`config.mk`:
```
export PLATFORM = sky130hd
export DESIGN_NAME = bch_stream_encoder_flat
export DESIGN_NICKNAME = d
export VERILOG_FILES = /design/src/rtl/bch_stream_encoder_if.sv /design/src/rtl/bch_stream_encoder.sv /design/src/flat_wrapper.sv
export SDC_FILE = /design/constraint.sdc
export NUM_CORES = 1
export LEC_CHECK = 0
export BUFFER_PORTS_ARGS = -buffer_cell sky130_fd_sc_hd__buf_2
export CAP_MARGIN = 5
export CORE_MARGIN = 4
export CORE_UTILIZATION = 63
export CTS_BUF_LIST = sky130_fd_sc_hd__clkbuf_8
export DETAILED_ROUTE_END_ITERATION = 16
export GPL_TIMING_DRIVEN = 1
export PLACE_DENSITY = 0.84
export SYNTH_ARGS = -nofsm -noshare
export SYNTH_HDL_FRONTEND = slang
export SYNTH_SLANG_ARGS = --single-unit
```
`constraint.sdc`:
```
create_clock -name clk -period 3.8 [get_ports clk]
set_input_delay 0.76 -clock clk [delete_from_list [all_inputs] [get_ports clk]]
set_output_delay 0.76 -clock clk [all_outputs]
set_load 0.02 [all_outputs]
```
`src/rtl/bch_stream_encoder_if.sv`:
```
// Bit-serial stream bundle around the BCH encoder: info bits in (s_*), codeword bits out (m_*).
// slave = encoder view, master = upstream/downstream (bench) view.
interface bch_stream_encoder_if;
    logic s_valid;
    logic s_ready;
    logic s_data;
    logic m_valid;
    logic m_ready;
    logic m_data;
    logic m_sof;
    logic m_last;
    logic m_parity;

    modport slave (
        input  s_valid, s_data, m_ready,
        output s_ready, m_valid, m_data, m_sof, m_last, m_parity
    );

    modport master (
        output s_valid, s_data, m_ready,
        input  s_ready, m_valid, m_data, m_sof, m_last, m_parity
    );
endinterface

```
`src/rtl/bch_stream_encoder.sv`:
```
// Bit-serial systematic BCH encoder: KL info bits pass through, then N-K parity bits MSB first; 1-cycle latency,
// stalls on m_ready with outputs held; BCH_ENC_SHORTEN_EN adds k_len_i for per-frame shortened codes.
module bch_stream_encoder #(
    parameter int             N        = 63,
    parameter int             K        = 51,
    parameter logic [N-K:0]   GEN_POLY = 13'h1539
) (
    input  logic                   clk,
    input  logic                   rst,
`ifdef BCH_ENC_SHORTEN_EN
    input  logic [$clog2(N+1)-1:0] k_len_i,
`endif
    bch_stream_encoder_if.slave    bus
);
    localparam int              P      = N - K;
    localparam int              CW     = $clog2(N + 1);
    localparam logic [CW-1:0]   K_CW   = CW'(K);
    localparam logic [CW-1:0]   ONE_CW = CW'(1);
    localparam logic [CW-1:0]   PM1_CW = CW'(P - 1);

    typedef enum logic {ST_DATA, ST_PARITY} state_e;

    state_e         state_q, state_d;
    logic [P-1:0]   r_q, r_d;
    logic [CW-1:0]  cnt_q, cnt_d;
    logic [CW-1:0]  kl_cur;
    logic           m_valid_q, m_valid_d;
    logic           m_data_q, m_data_d;
    logic           m_sof_q, m_sof_d;
    logic           m_last_q, m_last_d;
    logic           m_parity_q, m_parity_d;
    logic           slot_free, accept, s_ready, fb;

    assign slot_free = ~m_valid_q | bus.m_ready;
    assign accept    = (state_q == ST_DATA) & bus.s_valid & slot_free;

`ifdef BCH_ENC_SHORTEN_EN
    logic [CW-1:0] kl_q, kl_req;

    // Out-of-range request falls back to the full code.
    assign kl_req = ((k_len_i == '0) || (k_len_i > K_CW)) ? K_CW : k_len_i;
    assign kl_cur = (cnt_q == '0) ? kl_req : kl_q;

    always_ff @(posedge clk) begin
        if (rst) begin
            kl_q <= K_CW;
        end else if (accept && (cnt_q == '0)) begin
            kl_q <= kl_req;
        end
    end
`else
    assign kl_cur = K_CW;
`endif

    always_comb begin
        state_d    = state_q;
        r_d        = r_q;
        cnt_d      = cnt_q;
        m_valid_d  = m_valid_q & ~bus.m_ready;
        m_data_d   = m_data_q;
        m_sof_d    = m_sof_q;
        m_last_d   = m_last_q;
        m_parity_d = m_parity_q;
        s_ready    = 1'b0;
        fb         = 1'b0;
        case (state_q)
            ST_DATA: begin
                s_ready = slot_free;
                if (accept) begin
                    m_data_d   = bus.s_data;
                    m_valid_d  = 1'b1;
                    m_sof_d    = (cnt_q == '0);
                    m_last_d   = 1'b0;
                    m_parity_d = 1'b0;
                    fb         = bus.s_data ^ r_q[P-1];
                    r_d        = {r_q[P-2:0], 1'b0} ^ ({P{fb}} & GEN_POLY[P-1:0]);
                    cnt_d      = cnt_q + ONE_CW;
                    if (cnt_q == kl_cur - ONE_CW) begin
                        state_d = ST_PARITY;
                    end
                end
            end
            ST_PARITY: begin
                if (slot_free) begin
                    m_data_d   = r_q[P-1];
                    m_valid_d  = 1'b1;
                    m_sof_d    = 1'b0;
                    m_parity_d = 1'b1;
                    r_d        = {r_q[P-2:0], 1'b0};
                    cnt_d      = cnt_q + ONE_CW;
                    m_last_d   = (cnt_q == kl_cur + PM1_CW);
                    // Last parity bit frees the LFSR so the next frame can start on the following cycle.
                    if (cnt_q == kl_cur + PM1_CW) begin
                        r_d     = '0;
                        cnt_d   = '0;
                        state_d = ST_DATA;
                    end
                end
            end
        endcase
    end

    always_ff @(posedge clk) begin
        if (rst) begin
            state_q    <= ST_DATA;
            r_q        <= '0;
            cnt_q      <= '0;
            m_valid_q  <= 1'b0;
            m_data_q   <= 1'b0;
            m_sof_q    <= 1'b0;
            m_last_q   <= 1'b0;
            m_parity_q <= 1'b0;
        end else begin
            state_q    <= state_d;
            r_q        <= r_d;
            cnt_q      <= cnt_d;
            m_valid_q  <= m_valid_d;
            m_data_q   <= m_data_d;
            m_sof_q    <= m_sof_d;
            m_last_q   <= m_last_d;
            m_parity_q <= m_parity_d;
        end
    end

    assign bus.s_ready  = s_ready;
    assign bus.m_valid  = m_valid_q;
    assign bus.m_data   = m_data_q;
    assign bus.m_sof    = m_sof_q;
    assign bus.m_last   = m_last_q;
    assign bus.m_parity = m_parity_q;
endmodule
```
`src/flat_wrapper.sv`:
```
// flat-port wrapper written by rule: the top's interface ports become plain ports
module bch_stream_encoder_flat 
#(
    parameter int             N        = 63,
    parameter int             K        = 51,
    parameter logic [N-K:0]   GEN_POLY = 13'h1539
)
  (clk, rst, bus_s_valid, bus_s_data, bus_m_ready, bus_s_ready, bus_m_valid, bus_m_data, bus_m_sof, bus_m_last, bus_m_parity);
  bch_stream_encoder_if bus_i ();
  input  logic clk;
  input  logic rst;
  input wire logic [$bits(bus_i.s_valid)-1:0] bus_s_valid;
  input wire logic [$bits(bus_i.s_data)-1:0] bus_s_data;
  input wire logic [$bits(bus_i.m_ready)-1:0] bus_m_ready;
  output wire logic [$bits(bus_i.s_ready)-1:0] bus_s_ready;
  output wire logic [$bits(bus_i.m_valid)-1:0] bus_m_valid;
  output wire logic [$bits(bus_i.m_data)-1:0] bus_m_data;
  output wire logic [$bits(bus_i.m_sof)-1:0] bus_m_sof;
  output wire logic [$bits(bus_i.m_last)-1:0] bus_m_last;
  output wire logic [$bits(bus_i.m_parity)-1:0] bus_m_parity;
  assign bus_i.s_valid = bus_s_valid;
  assign bus_i.s_data = bus_s_data;
  assign bus_i.m_ready = bus_m_ready;
  assign bus_s_ready = bus_i.s_ready;
  assign bus_m_valid = bus_i.m_valid;
  assign bus_m_data = bus_i.m_data;
  assign bus_m_sof = bus_i.m_sof;
  assign bus_m_last = bus_i.m_last;
  assign bus_m_parity = bus_i.m_parity;
  bch_stream_encoder #(.N(N), .K(K), .GEN_POLY(GEN_POLY)) u_core (.clk(clk), .rst(rst), .bus(bus_i));
endmodule
```
# After elaboration in Yosys (flattened, before gate mapping)
# Index checks and enable logic that the tools add are counted.
[word_totals] in_bits=5 register_bits=24
[classes] n_addsub=1 n_bitwise=9 reduce_logical=2 muxes=28 eq_ne=4
[ops] operator="12-bit 2-to-1 mux" count=3
[ops] operator="12-bit case mux with 2 select lines" count=1
[ops] operator="6-bit 2-to-1 mux" count=3
[ops] operator="1-bit 2-to-1 mux" count=14
[ops] operator="6-bit == test (second input constant)" count=2
[ops] operator="1-bit case mux with 2 select lines" count=6
[ops] operator="6-bit case mux with 2 select lines" count=1
[ops] operator="12-bit by 11-bit bitwise XOR with 12-bit output" count=1
[ops] operator="6-bit by 1-bit adder with 6-bit output (second input constant)" count=1
[ops] operator="6-bit zero test" count=1
[ops] operator="1-bit AND" count=3
[ops] operator="1-bit NOT" count=3
[ops] operator="2-bit by 1-bit != test with 1-bit output (second input constant)" count=1
[ops] operator="2-bit != test (second input constant)" count=1
[ops] operator="2-bit AND reduction" count=1
[ops] operator="1-bit bitwise OR" count=1
[ops] operator="1-bit bitwise XOR" count=1

# Logic depth before layout (Yosys ltp)
# Gate-level depths: netlist of the first run.
[logic_depth] ltp_word=5 mapped_depth=7 ltp_nobuf=6

# Worst setup path after synthesis of the first run
# Ideal clock, no wire load.
[synth_path] kind="input-to-output" start="input port bus_m_ready" end="output port bus_s_ready" t_arrival_ns=1.287 setup_slack_ns=1.753 required_time_ns=3.040 path_stages=2 path_cell_list="and2b_1 -> nor2_1"
[synth_between] elab_chain_len=2
[synth_lines] item="start, declared" line_no="flat_wrapper.sv:14" text="input wire logic [$bits(bus_i.m_ready)-1:0] bus_m_ready;"
[synth_lines] item="1-bit bitwise OR" line_no="bch_stream_encoder.sv:34" text="assign slot_free = ~m_valid_q | bus.m_ready;"
[synth_lines] item="1-bit 2-to-1 mux" line_no="bch_stream_encoder.sv:66" text="case (state_q)"
[synth_lines] item="end, declared" line_no="flat_wrapper.sv:15" text="output wire logic [$bits(bus_i.s_ready)-1:0] bus_s_ready;"
# No other way between the ends.

# Worst setup path in the final report of the first run
# Ends and elaborated chain as after synthesis.

==> flow_summary.yaml, run 1 <==
worst_setup_path:
  path_class: "primary input to output port"
  cp_slowest_cell: "and2b_1"
  worst_setup_path_start_kind: "primary input"
  worstPathArrival_ns: 1.40
  cpPeakStageDelay_ns: 0.27
  crit_path_cell_trace: "buf_2 -> and2b_1 -> nor2_1 -> buf_2"
  cp_max_fo: 5
  worstSetupEndpointType: "output port"
  crit_required_ns: 3.04
  cp_common_cell: "buf_2"
timing:
  rsz0062_at_grt: "no"
  fmax_ghz: 0.463
  skew_ns: 0.00634
  tightest_slew_ns: 0.592
  timing.hold.ws_ns: 0.457
  final-setup-viol-count: 0
  finalWorstSetupSlack_ns: 1.64
  finalCritPeriodShare_pct: 56.8
  final-hold-violation-count: 0
  tns_ns: 0
  slew_headroom_pct: 60.5
  drv_slew: 0
  period_minus_slack_ns: 2.16
floorplan:
  ios: 11
  dieHeight_um: 50.0
  fp.coreArea_mm2: 0.00158
  initial_utilization_pct: 70.5
  die_w_um: 50.0
  die_area_mm2: 0.00250
  rows: 14
clocking:
  htreeDepth: 1
  post_cts_buffers: 0
  clockBufferDepth: 2
  clock_latency_ns: 0.27
  clock-root-buffer: "clkbuf_8"
  cts_resized: 0
  tritoncts: "yes"
  cts.sinks: 24
  path_clk_slew_ns: 0.09
  cts_buffers: 3
  holdBufCountCts: 0
routing:
  firstDrtPassIters: 5
  dr_total_vias: 1031
  drc: 0
  via_per_inst: 6.53
  ant_nets: 0
  wl_per_cell_um: 14.9
  drt_first_iter_violations: 35
  wl_mm: 2.35
synthesis:
  yosysMostFrequentCell: "dfxtp_1"
  synth-edff-count: 0
  ys_seq_elements: 24
  post-synth-top-area-cell: "dfxtp_1"
  syn_area_mm2: 0.00111
  ys_warn_count: 0
  ys_seq_area_share_pct: 43.2
  syn_inst: 136
  synthArstFlopShare_pct: 0
  postSynthNetCount: 144
  dominantRegCellSynth: "dfxtp_1"
  synth_common_cells: "dfxtp_1, nand2_1, nand3_1, nor3_1, nor2_1"
  yosysUniqueCellTypes: 33
  yosysTopAreaCellShare_pct: 43.2
  postSynthAreaPerCell_um2: 8.17
  yosys-top-cells-area: "dfxtp_1, nand2_1, nand3_1"
global_route:
  grt_pass1_wl_mm: 3.88
  gr-total-overflow: 0
  grt_pass1_vias: 874
  grt_start_max_net_pins: 26
  track_usage_pct: 19.9
  antenna_found_initial: 0
final_layout:
  nNetsFinal: 151
  diodes: 0
  multi_input_area_um2: 573
  drive_gt1_share_pct: 13.4
  n_fill_cell: 101
  regArea_um2: 480
  area_delta_synth_final_pct: 9.23
place:
  gp_congestion: 0.837
  hpwl_mm: 1.53
  port-buffer-count: 10
  place_ws_ns: 1.67
worst_hold_path:
  hp-class: "register to register"
power_and_ir_drop:
  ir_worst_vdd_uv: 335
  powerDensity_mw_per_mm2: 471
  p_leak_nw: 0.439
job:
  maxCapViolations: 0
status:
  status: "finished clean"
==> stage by stage <==
stage                     area [um^2]  util [%]  instances  power, mW
after detailed placement         1140      72.5        154      0.351
after CTS                        1210      77.0        158      0.572
after floorplan                  1110         -        136      0.335
final                            1210      77.0        158      0.571
after global placement           1140      72.5        154      0.348
after global routing             1210      77.0        158      0.596
==> layer usage <==
| metal | wire, um | track usage, % | vias to the layer above |
|---|---|---|---|
| met5 | 0 | 0 | - |
| met4 | 30 | 5.99 | 0 |
| met3 | 153 | 3.61 | 9 |
| met2 | 1100 | 31.5 | 45 |
| met1 | 1070 | 27.0 | 480 |
| li1 | - | - | 497 |
==> cells by family after synthesis <==
| logic type | after synthesis | share of synthesized area [%] |
|---|---|---|
| buf+inv | 12 | 5.18 |
| xor+xnor | 2 | 2.25 |
| compound gates | 27 | 15.5 |
| fa+ha+maj | 3 | 3.38 |
| mux | 1 | 0.901 |
| simple gates | 67 | 29.5 |
| flops | 24 | 43.2 |
==> cell type report <==
type                            count  area share (%)
Multi-Input combinational cell    100            47.2
Inverter                            3           0.928
Clock buffer                        3            3.40
Timing Repair Buffer               11            4.74
Sequential cell                    24            39.6
Clock inverter                      1            2.47
Tap cell                           16            1.65
==> cells in the final DEF, fill, tap and decap left out, drive strengths merged, types with 2 or more instances in the layout <==
master,instances
ha,3
a211oi,7
nor3,12
a21oi,10
or3,3
o21ai,2
nand2b,2
a31oi,3
buf,11
inv,3
nor2,12
nand2,19
dfxtp,24
nand3,12
nand3b,2
clkbuf,3
==> state kept, by name, indices dropped and copies added, names as in the netlist <==
| signal | cells |
|---|---|
| u_core.bus.m_parity | 1 |
| u_core.bus.m_sof | 1 |
| u_core.r_q | 12 |
| u_core.bus.m_data | 1 |
| u_core.bus.m_valid | 1 |
| u_core.bus.m_last | 1 |
| u_core.cnt_q | 6 |
| u_core.state_q | 1 |
==> critical path: cells and delay by family <==
family                 cells  cell delay [ns]
buffers and inverters      2             0.29
and+or+nand+nor            2             0.35
==> worst paths after layout <==
path	startpoint	endpoint	depth (start not counted)	slack (ns)
setup / recovery	bus_m_ready	bus_s_ready	4	1.64
setup reg to reg	u_core.state_q	u_core.cnt_q[3]	4	1.99
hold reg to reg	u_core.r_q[6]	u_core.r_q[6]	2	0.46
hold / removal	u_core.r_q[6]	u_core.r_q[6]	2	0.46
==> report_power, final <==
group	internal, mW	leakage, nW	switching, mW
combinational	0.0257	0.206	0.0406
sequential	0.267	0.197	0.0149
clock	0.141	0.0357	0.0820
total	0.434	0.439	0.138
Note: power is estimated with default switching activity, not from simulation.
==> run 2: changes to the inputs <==
CORE_UTILIZATION = 59   (was 63)
PLACE_DENSITY = 0.8   (was 0.84)
clock period = 2.1 ns   (was 3.8 ns; I/O delays follow)
==> flow_summary.yaml, run 2 (synthesized netlist as in run 1, its figures left out) <==
power_and_ir_drop:
  p_total_mw: 0.896
  intPower_mw: 0.658
  power_switching_share_pct: 26.6
  switchingPower_mw: 0.238
  ir_worst_vdd_uv: 486
  powerDensity_mw_per_mm2: 745
  pwr-share-comb_pct: 13.1
  pwr-share-seq_pct: 56.8
  p_leak_nw: 0.430
  clockPowerShare_pct: 30.1
timing:
  drv_slew: 0
  tightest_slew_ns: 0.559
  rsz0062_at_grt: "no"
  tns_ns: 0
  final-setup-viol-count: 0
  final-hold-violation-count: 0
  finalCritPeriodShare_pct: 76.9
  timing.hold.ws_ns: 0.435
  period_minus_slack_ns: 1.62
  slew_headroom_pct: 62.7
  skew_ns: 0.00901
  fmax_ghz: 0.619
worst_setup_path:
  path_class: "register to register"
  worst_setup_path_start_kind: "register"
  cp_max_fo: 5
  crit_required_ns: 2.25
  worstPathArrival_ns: 1.76
  worstSetupEndpointType: "register"
final_layout:
  nNetsFinal: 152
  area_delta_synth_final_pct: 8.22
  n_fill_cell: 156
  largest-register: "u_core.r_q"
  drive_gt1_share_pct: 13.4
  diodes: 0
  largestRegisters: "u_core.r_q x12, u_core.cnt_q x6"
  largest_reg_flops: 12
  final_common_cell: "dfxtp_1"
  final_cell_mix: "dfxtp_1, nand2_1, nand3_1, nor3_1, nor2_1"
routing:
  firstDrtPassIters: 4
  drc: 0
  wl_mm: 2.27
  ant_nets: 0
  wl_per_cell_um: 13.6
  dr_total_vias: 958
  via_per_inst: 5.74
  drt_first_iter_violations: 17
status:
  status: "finished clean"
floorplan:
  dieHeight_um: 51.4
  die_w_um: 51.4
  ios: 11
  initial_utilization_pct: 63.0
  die_area_mm2: 0.00264
  fp.coreArea_mm2: 0.00176
  rows: 15
global_route:
  gr-total-overflow: 0
  antenna_found_initial: 0
  grt_pass1_vias: 898
  track_usage_pct: 19.6
  grt_pass1_wl_mm: 3.86
  grt_start_max_net_pins: 26
clocking:
  cts_buffers: 3
  cts_resized: 0
  htreeDepth: 1
  post_cts_buffers: 0
  clockBufferDepth: 2
  tritoncts: "yes"
  clock_latency_ns: 0.27
  path_clk_slew_ns: 0.08
  cts.sinks: 24
  clock-root-buffer: "clkbuf_8"
  holdBufCountCts: 0
place:
  hpwl_mm: 1.55
  port-buffer-count: 10
  gp_congestion: 0.843
job:
  maxCapViolations: 0
worst_hold_path:
  hp-class: "primary input to register"
==> run 2: cell types whose count changed in the layout (fill, tap and decap cells not counted) <==
cell / previous run / this run
bufinv_16: 1 / 0
buf_4: 1 / 2
==> run 2: worst max-delay path, stage by stage, from the launching register on <==
cell and delay, ns:
dfxtp_1 0.34, inv_1 0.10, ha_1 0.19, nand3_1 0.16
o22a_1 0.31, a211oi_1 0.30, nor3_1 0.08
==> run 2: layout make-up <==
class,count,area [um^2],share of cell area [%]
clock buffers,3,41.3,3.43
inverters,3,11.3,0.937
multi-input cells,100,573,47.7
flip-flops and latches,24,480,40.0
well taps,25,31.3,2.60
repair buffers,12,65.1,5.41
==> run 2: path summary, 6_finish.rpt <==
path	slack, ns	cells past startpoint	start	endpoint
worst max-delay path	0.48	6	u_core.cnt_q[0]	u_core.r_q[5]
worst min-delay path	0.43	3	bus_s_valid	u_core.bus.m_valid
worst max register to register	0.48	6	u_core.cnt_q[0]	u_core.r_q[5]
worst min register to register	0.45	2	u_core.r_q[1]	u_core.r_q[1]
==> run 2: per-layer routing <==
metal	wire length, um	global-route usage (%)
met3	110	4.08
met1	1060	24.6
met4	43	7.86
met2	1060	32.4
met5	0	0
==> run 2: stage by stage <==
step	setup slack, ns	instance area (um^2)	instances	util [%]
4_1_cts	0.489	1200	167	68.2
2_1_floorplan	0.685	1110	136	-
3_5_place_dp	0.477	1160	164	65.8
6_report	0.484	1200	167	68.2
3_3_place_gp	0.543	1160	164	65.8
5_1_grt	0.329	1200	167	68.2
==> run 2: power by group through the flow <==
stage,clock network (mW),logic (mW),registers [mW]
2_1_floorplan,0,0.0861,0.519
3_3_place_gp,0,0.114,0.517
3_5_place_dp,0,0.117,0.519
4_1_cts,0.273,0.118,0.508
5_1_grt,0.290,0.134,0.512
6_report,0.270,0.118,0.509
